**src/rtl/hazard_scoreboard_unit_pkg.sv**
```systemverilog
// Shared types and constants for the pipeline hazard controller.
package hazard_pkg;

  // E-stage operand source select.
  typedef enum logic [1:0] {
    FWD_RF  = 2'b00,
    FWD_WB  = 2'b01,
    FWD_MEM = 2'b10
  } fwd_sel_t;

  // Classification of the reason the front end is held.
  typedef enum logic [2:0] {
    CAUSE_NONE = 3'd0,
    CAUSE_LW   = 3'd1,
    CAUSE_BR   = 3'd2,
    CAUSE_JR   = 3'd3,
    CAUSE_MD   = 3'd4
  } stall_cause_t;

  // Architectural register 0 is hard-wired to zero and never carries a hazard.
  localparam int REG_ZERO = 0;

endpackage

```
**src/rtl/hazard_scoreboard_unit_md_busy_counter.sv**
```systemverilog
// MUL/DIV occupancy counter: loads the op latency on issue, counts down to
// idle, and pulses mddone in the cycle HI/LO become valid.
import hazard_pkg::*;

module md_busy_counter #(
  parameter int MUL_LAT = 4,
  parameter int DIV_LAT = 32
) (
  input  logic clk,
  input  logic reset,
  input  logic mdstartE,
  input  logic mdisdivE,
  output logic mdbusy,
  output logic mddone
);

  localparam int CW = $clog2(DIV_LAT + 1);

  logic [CW-1:0] md_cnt_q, md_cnt_d;
  logic          mddone_q, mddone_d;

  // Next count: a new issue is only accepted when idle; otherwise count down.
  // mddone is high while the count sits at 1, i.e. LAT cycles after issue.
  always_comb begin
    md_cnt_d = md_cnt_q;
    if (mdstartE && (md_cnt_q == '0)) begin
      md_cnt_d = mdisdivE ? CW'(DIV_LAT) : CW'(MUL_LAT);
    end else if (md_cnt_q != '0) begin
      md_cnt_d = md_cnt_q - CW'(1);
    end
    mddone_d = (md_cnt_d == CW'(1));
  end

  // Counter and done-pulse registers; reset abandons any op in flight.
  always_ff @(posedge clk) begin
    if (reset) begin
      md_cnt_q <= '0;
      mddone_q <= 1'b0;
    end else begin
      md_cnt_q <= md_cnt_d;
      mddone_q <= mddone_d;
    end
  end

  assign mdbusy = (md_cnt_q != '0);
  assign mddone = mddone_q;

  // A second issue while occupied is dropped; mdstall should make it impossible.
  a_no_issue_while_busy : assert property (@(posedge clk) disable iff (reset)
    !(mdstartE && mdbusy));

endmodule

```
**src/rtl/hazard_scoreboard_unit.sv**
```systemverilog
// Hazard controller for the 5-stage MIPS core: forwarding selects, load-use /
// branch / jr / MUL-DIV stalls, and the MUL/DIV busy scoreboard.
// Optional macro HAZARD_PERF_EN adds saturating stall performance counters.
import hazard_pkg::*;

module hazard_scoreboard_unit #(
  parameter int REG_AW  = 5,
  parameter int MUL_LAT = 4,
  parameter int DIV_LAT = 32
`ifdef HAZARD_PERF_EN
  , parameter int PERF_W = 32
`endif
) (
  input  logic              clk,
  input  logic              reset,
  input  logic              branchD,
  input  logic              jrD,
  input  logic              mdstartD,
  input  logic              mfhiloD,
  input  logic              mdstartE,
  input  logic              mdisdivE,
  input  logic [REG_AW-1:0] rsD,
  input  logic [REG_AW-1:0] rtD,
  input  logic [REG_AW-1:0] rsE,
  input  logic [REG_AW-1:0] rtE,
  input  logic [REG_AW-1:0] writeregE,
  input  logic [REG_AW-1:0] writeregM,
  input  logic [REG_AW-1:0] writeregW,
  input  logic              memtoregE,
  input  logic              memtoregM,
  input  logic              regwriteE,
  input  logic              regwriteM,
  input  logic              regwriteW,
  output logic              StallF,
  output logic              StallD,
  output logic              FlushE,
  output logic              ForwardAD,
  output logic              ForwardBD,
  output fwd_sel_t          ForwardAE,
  output fwd_sel_t          ForwardBE,
  output logic              mdbusy,
  output logic              mddone
`ifdef HAZARD_PERF_EN
  , output logic [PERF_W-1:0] stall_cyc
  , output logic [PERF_W-1:0] lw_stall_cyc
  , output logic [PERF_W-1:0] md_stall_cyc
`endif
);

  localparam logic [REG_AW-1:0] ZERO = REG_AW'(REG_ZERO);

  logic lwstall, brstall, jrstall, mdstall, stall;

  // E-stage source select: the younger result in M wins over W.
  function automatic fwd_sel_t fwd_e(input logic [REG_AW-1:0] tag,
                                     input logic [REG_AW-1:0] wr_m,
                                     input logic              rw_m,
                                     input logic [REG_AW-1:0] wr_w,
                                     input logic              rw_w);
    if (tag == ZERO)                 return FWD_RF;
    else if (rw_m && (tag == wr_m))  return FWD_MEM;
    else if (rw_w && (tag == wr_w))  return FWD_WB;
    else                             return FWD_RF;
  endfunction

  md_busy_counter #(
    .MUL_LAT (MUL_LAT),
    .DIV_LAT (DIV_LAT)
  ) u_md_busy (
    .clk      (clk),
    .reset    (reset),
    .mdstartE (mdstartE),
    .mdisdivE (mdisdivE),
    .mdbusy   (mdbusy),
    .mddone   (mddone)
  );

  // Combinational hazard decode; stalls act in the same cycle they are seen.
  always_comb begin
    lwstall = memtoregE && (rtE != ZERO) && ((rtE == rsD) || (rtE == rtD));
    brstall = branchD &&
              ((regwriteE && (writeregE != ZERO) &&
                ((writeregE == rsD) || (writeregE == rtD))) ||
               (memtoregM && (writeregM != ZERO) &&
                ((writeregM == rsD) || (writeregM == rtD))));
    jrstall = jrD &&
              ((regwriteE && (writeregE != ZERO) && (writeregE == rsD)) ||
               (memtoregM && (writeregM != ZERO) && (writeregM == rsD)));
    mdstall = (mfhiloD || mdstartD) && (mdbusy || mdstartE);
    stall   = lwstall || brstall || jrstall || mdstall;

    StallF    = stall;
    StallD    = stall;
    FlushE    = stall;
    ForwardAD = (rsD != ZERO) && (rsD == writeregM) && regwriteM;
    ForwardBD = (rtD != ZERO) && (rtD == writeregM) && regwriteM;
    ForwardAE = fwd_e(rsE, writeregM, regwriteM, writeregW, regwriteW);
    ForwardBE = fwd_e(rtE, writeregM, regwriteM, writeregW, regwriteW);
  end

`ifdef HAZARD_PERF_EN
  function automatic logic [PERF_W-1:0] sat_inc(input logic [PERF_W-1:0] v,
                                                input logic              en);
    if (en && (v != '1)) return v + PERF_W'(1);
    return v;
  endfunction

  logic [PERF_W-1:0] stall_cyc_q, stall_cyc_d;
  logic [PERF_W-1:0] lw_stall_cyc_q, lw_stall_cyc_d;
  logic [PERF_W-1:0] md_stall_cyc_q, md_stall_cyc_d;

  // Saturating event counts for each stall class.
  always_comb begin
    stall_cyc_d    = sat_inc(stall_cyc_q, stall);
    lw_stall_cyc_d = sat_inc(lw_stall_cyc_q, lwstall);
    md_stall_cyc_d = sat_inc(md_stall_cyc_q, mdstall);
  end

  // Counter registers, cleared by reset.
  always_ff @(posedge clk) begin
    if (reset) begin
      stall_cyc_q    <= '0;
      lw_stall_cyc_q <= '0;
      md_stall_cyc_q <= '0;
    end else begin
      stall_cyc_q    <= stall_cyc_d;
      lw_stall_cyc_q <= lw_stall_cyc_d;
      md_stall_cyc_q <= md_stall_cyc_d;
    end
  end

  assign stall_cyc    = stall_cyc_q;
  assign lw_stall_cyc = lw_stall_cyc_q;
  assign md_stall_cyc = md_stall_cyc_q;
`endif

endmodule

```
**config.mk**
```make
export PLATFORM = sky130hd
export DESIGN_NAME = hazard_scoreboard_unit
export DESIGN_NICKNAME = d
export VERILOG_FILES = /design/src/rtl/hazard_scoreboard_unit_pkg.sv /design/src/rtl/hazard_scoreboard_unit_md_busy_counter.sv /design/src/rtl/hazard_scoreboard_unit.sv
export SDC_FILE = /design/constraint.sdc
export NUM_CORES = 1
export LEC_CHECK = 0
export CAP_MARGIN = 20
export CORE_ASPECT_RATIO = 0.6
export CORE_MARGIN = 3
export CORE_UTILIZATION = 41
export CTS_CLUSTER_SIZE = 30
export DETAILED_ROUTE_END_ITERATION = 12
export PLACE_DENSITY = 0.91
export SLEW_MARGIN = 5
export SYNTH_ARGS = -nofsm -noshare
export SYNTH_HDL_FRONTEND = slang
export SYNTH_HIERARCHICAL = 1
export SYNTH_SLANG_ARGS = --single-unit
```
**constraint.sdc**
```tcl
create_clock -name clk -period 3.75 [get_ports clk]
set_clock_uncertainty 0.15 [all_clocks]
set_input_delay 0.9375 -clock clk [delete_from_list [all_inputs] [get_ports clk]]
set_output_delay 0.9375 -clock clk [all_outputs]
set_load 0.03 [all_outputs]
```
==> results by group <==
Status
  • Outcome: complete, no violations

Synthesis
  • Synth Area in Compound Gates: 12.0%
  • Mean Syn Cell Area: 7.90 µm²
  • Yosys cell types: 37
  • Post-synth EDFFs: 0
  • Largest family of logic cells by synthesized area: XOR/XNOR gates
  • Synth Register Bits: 7
  • Register area share after synthesis: about an eighth
  • Area share of fa/ha/maj cells after synthesis: under 10%
  • Mux cell area share after synthesis: 1.70%
  • Synthesized cell area: 1180 µm²
  • Xor and xnor area share after synthesis: a little under two fifths
  • Post-synthesis cell count: 149
  • Simple-gate share of the synthesized area: 25.9%
  • Post-Syn Nets: 200
  • Synth warn: 6
  • Post-synth ARST share: 0%
  • Ys flop type: dfxtp_1

Setup path
  • Req. time, crit path: 2660 ps
  • R2r setup slk: 1460 ps
  • Max stage delay on crit path: 630 ps
  • Setup CP Type: input pin to output port
  • Critical path's slowest cell: clkdlybuf4s50_1
  • Crit path cell chain: clkdlybuf4s50_1 > xnor2_1 > nand3_1 > nor3_2 > a41oi_1 > nand4_1 > buf_4
  • CP arrival: 2600 ps
  • Worst setup SP type: input pin
  • Worst-path fanout max: 4
  • Worst Setup End Kind: output port

CTS
  • CTS max path bufs: 2
  • Sink Count: 7
  • CTS Buf Count: 3
  • Clock Tree Root: clkbuf_8
  • H-Tree Depth: 1
  • Reg clk slew, reported paths: 40 ps
  • Postcts setup bufs: 0
  • Clk_lat worst skew: approximately 230 ps
  • CTS tree: done

Floorplanning
  • Die Ht: 47.5 µm
  • Initial core utilization: 45.1%
  • Row cnt: 14
  • Die width: 75.2 µm
  • IO Pins: approximately 60
  • Die Area: about 3600 µm²
  • Core area: 2610 µm²

GRT
  • Grt ovf: 0
  • Gr usage total: 25.6%
  • Number of global-route vias before repair: 1,312
  • Initial antenna violation count: 0
  • First-pass GRT wire length: 6590 µm
  • Largest net degree at the start of global routing: 8

Layout
  • Layout cells sized above 1: 14.1%
  • Diode count: 0
  • NumNets Final: between 200 and 300
  • Area Growth Syn to Fin: 57.8%

Timing
  • Worst slew pin tran: 436 ps
  • Max-slew violation count: 0
  • Final setup fails: 0
  • FMAX: 0.271 GHz
  • Final Critical Period: 3690 ps
  • Period utilization: 98.3%
  • Min setup slack post-route: 62.0 ps
  • Setup repair after global routing missed its margin: yes
  • Worst relative slew slack: 70.9%
  • Hold WS: 508 ps
  • Final Hold Vio Count: 0

Power
  • LEAKAGE: 0.000721 µW
  • Total power: 695 µW
  • Maximum vdd drop: approximately 0.25 mV
  • Pwr/cell area: 374 nW/µm²

Route
  • Post-DRT Antenna Nets: 0
  • Final wirelength: 4620 µm
  • Residual DRC: 0
  • DR vias: between 1,000 and 1,500
  • Pre-Repair DR Iteration Count: 4
  • WL/cell: 19.4 µm
  • Vias/cell: 5.95
  • Drt initial violations: roughly 180

Run
  • Maxcap violations: 0

Min path
  • Hold crit path type: register to register

Place
  • Post-DP HPWL: 3660 µm
  • Gpl congestion: 0.893
  • Place WS: 19.2 ps
  • IO Port Bufs: 58
per-layer routing:
layer	track usage (%)	wire length, µm	vias to the layer above
met2	44.6	2250	84
met5	0	0	-
met3	5.45	344	6
li1	-	-	642
met1	32.8	1980	684
met4	6.62	51	0
worst max-delay path, delay by kind of cell:
family | cells | cell delay (ps)
buffers and inverters | 2 | 810
XOR/XNOR | 1 | 150
AO/OA/AOI/OAI | 1 | 170
AND/OR/NAND/NOR | 3 | 510
what timing repair did:
action | in CTS | in global routing
resized for setup | 0 | 12
endpoints found under the setup margin | 0 | 5
hold buffers | 0 | 0
power by group:
part	switching, µW	internal (µW)	total (µW)
clock network	32.1	73.5	106
logic	247	214	462
registers	28.9	98.4	127
total	308	386	695
layout by cell type (no fill, tap or decap), types with 2 or more instances in the layout:
cell / count
or4_1: 2
a41oi_1: 2
o311a_1: 2
xnor2_1: 34
a31oi_1: 2
nor3_1: 6
buf_4: 16
nor2_1: 10
mux2i_1: 2
clkdlybuf4s50_1: 43
nand2_1: 4
nor3_2: 2
nand4_1: 5
nor2b_1: 2
or3_1: 4
clkbuf_8: 3
nand3_1: 7
dlymetal6s2s_1: 6
ha_1: 3
o31ai_1: 2
nand2b_1: 3
nor4_1: 2
xor2_1: 16
dfxtp_1: 7
final cells by class:
cell class	instances	area, µm²
Fill cell	190	752
Sequential cell	7	140
Tap cell	32	40.0
Timing Repair Buffer	66	646
Multi-Input combinational cell	127	980
Inverter	2	7.51
Clock buffer	4	45.0
registers in the layout (all words and copies together), names as in the netlist:
name / count
u_md_busy/md_cnt_q: 6
u_md_busy/mddone: 1
kinds of logic (layout without fill, tap and decap cells):
logic type	Yosys count	in the layout
AOI/OAI and AO/OA	17	17
xor gates and xnor gates	51	51
adders and majority gates	3	3
buffers and inverters	15	72
DFF	7	7
muxes	2	2
and+or+nand+nor	54	54
synth_stat cells, types with 2 or more instances:
cell       n  area, µm²
xnor2_1   35        307
xor2_1    16        140
nor2_1    10       37.5
buf_2      9       45.0
nor3_1     8       40.0
dfxtp_1    7        140
nand3_1    7       35.0
nand4_1    5       31.3
or3_1      5       31.3
nand2_1    4       15.0
buf_4      3       22.5
ha_1       3       37.5
nand2b_1   3       18.8
a31oi_1    2       12.5
a41oi_1    2       17.5
inv_1      2       7.51
mux2i_1    2       20.0
nor2b_1    2       12.5
nor4_1     2       12.5
nor4b_1    2       17.5
o311a_1    2       20.0
o31ai_1    2       15.0
or4_1      2       15.0
stage by stage:
step / cell area (µm²) / TNS, ps / instances / util, %
after floorplan: 1180 / 0 / 149 / -
after global placement: 1770 / 0 / 234 / 67.8
after detailed placement: 1770 / 0 / 234 / 67.8
after CTS: 1810 / 0 / 238 / 69.5
after global routing: 1860 / -245 / 238 / 71.2
final: 1860 / 0 / 238 / 71.2
worst paths after layout:
path / from / endpoint / cells after the start
worst min register to register: u_md_busy/md_cnt_q[0] / u_md_busy/md_cnt_q[0] / 3
worst max-delay path: rtD[4] / StallD / 7
worst max register to register: u_md_busy/md_cnt_q[1] / u_md_busy/md_cnt_q[1] / 6
worst min-delay path: u_md_busy/md_cnt_q[0] / u_md_busy/md_cnt_q[0] / 3
Power figures use the tool's default switching activity.
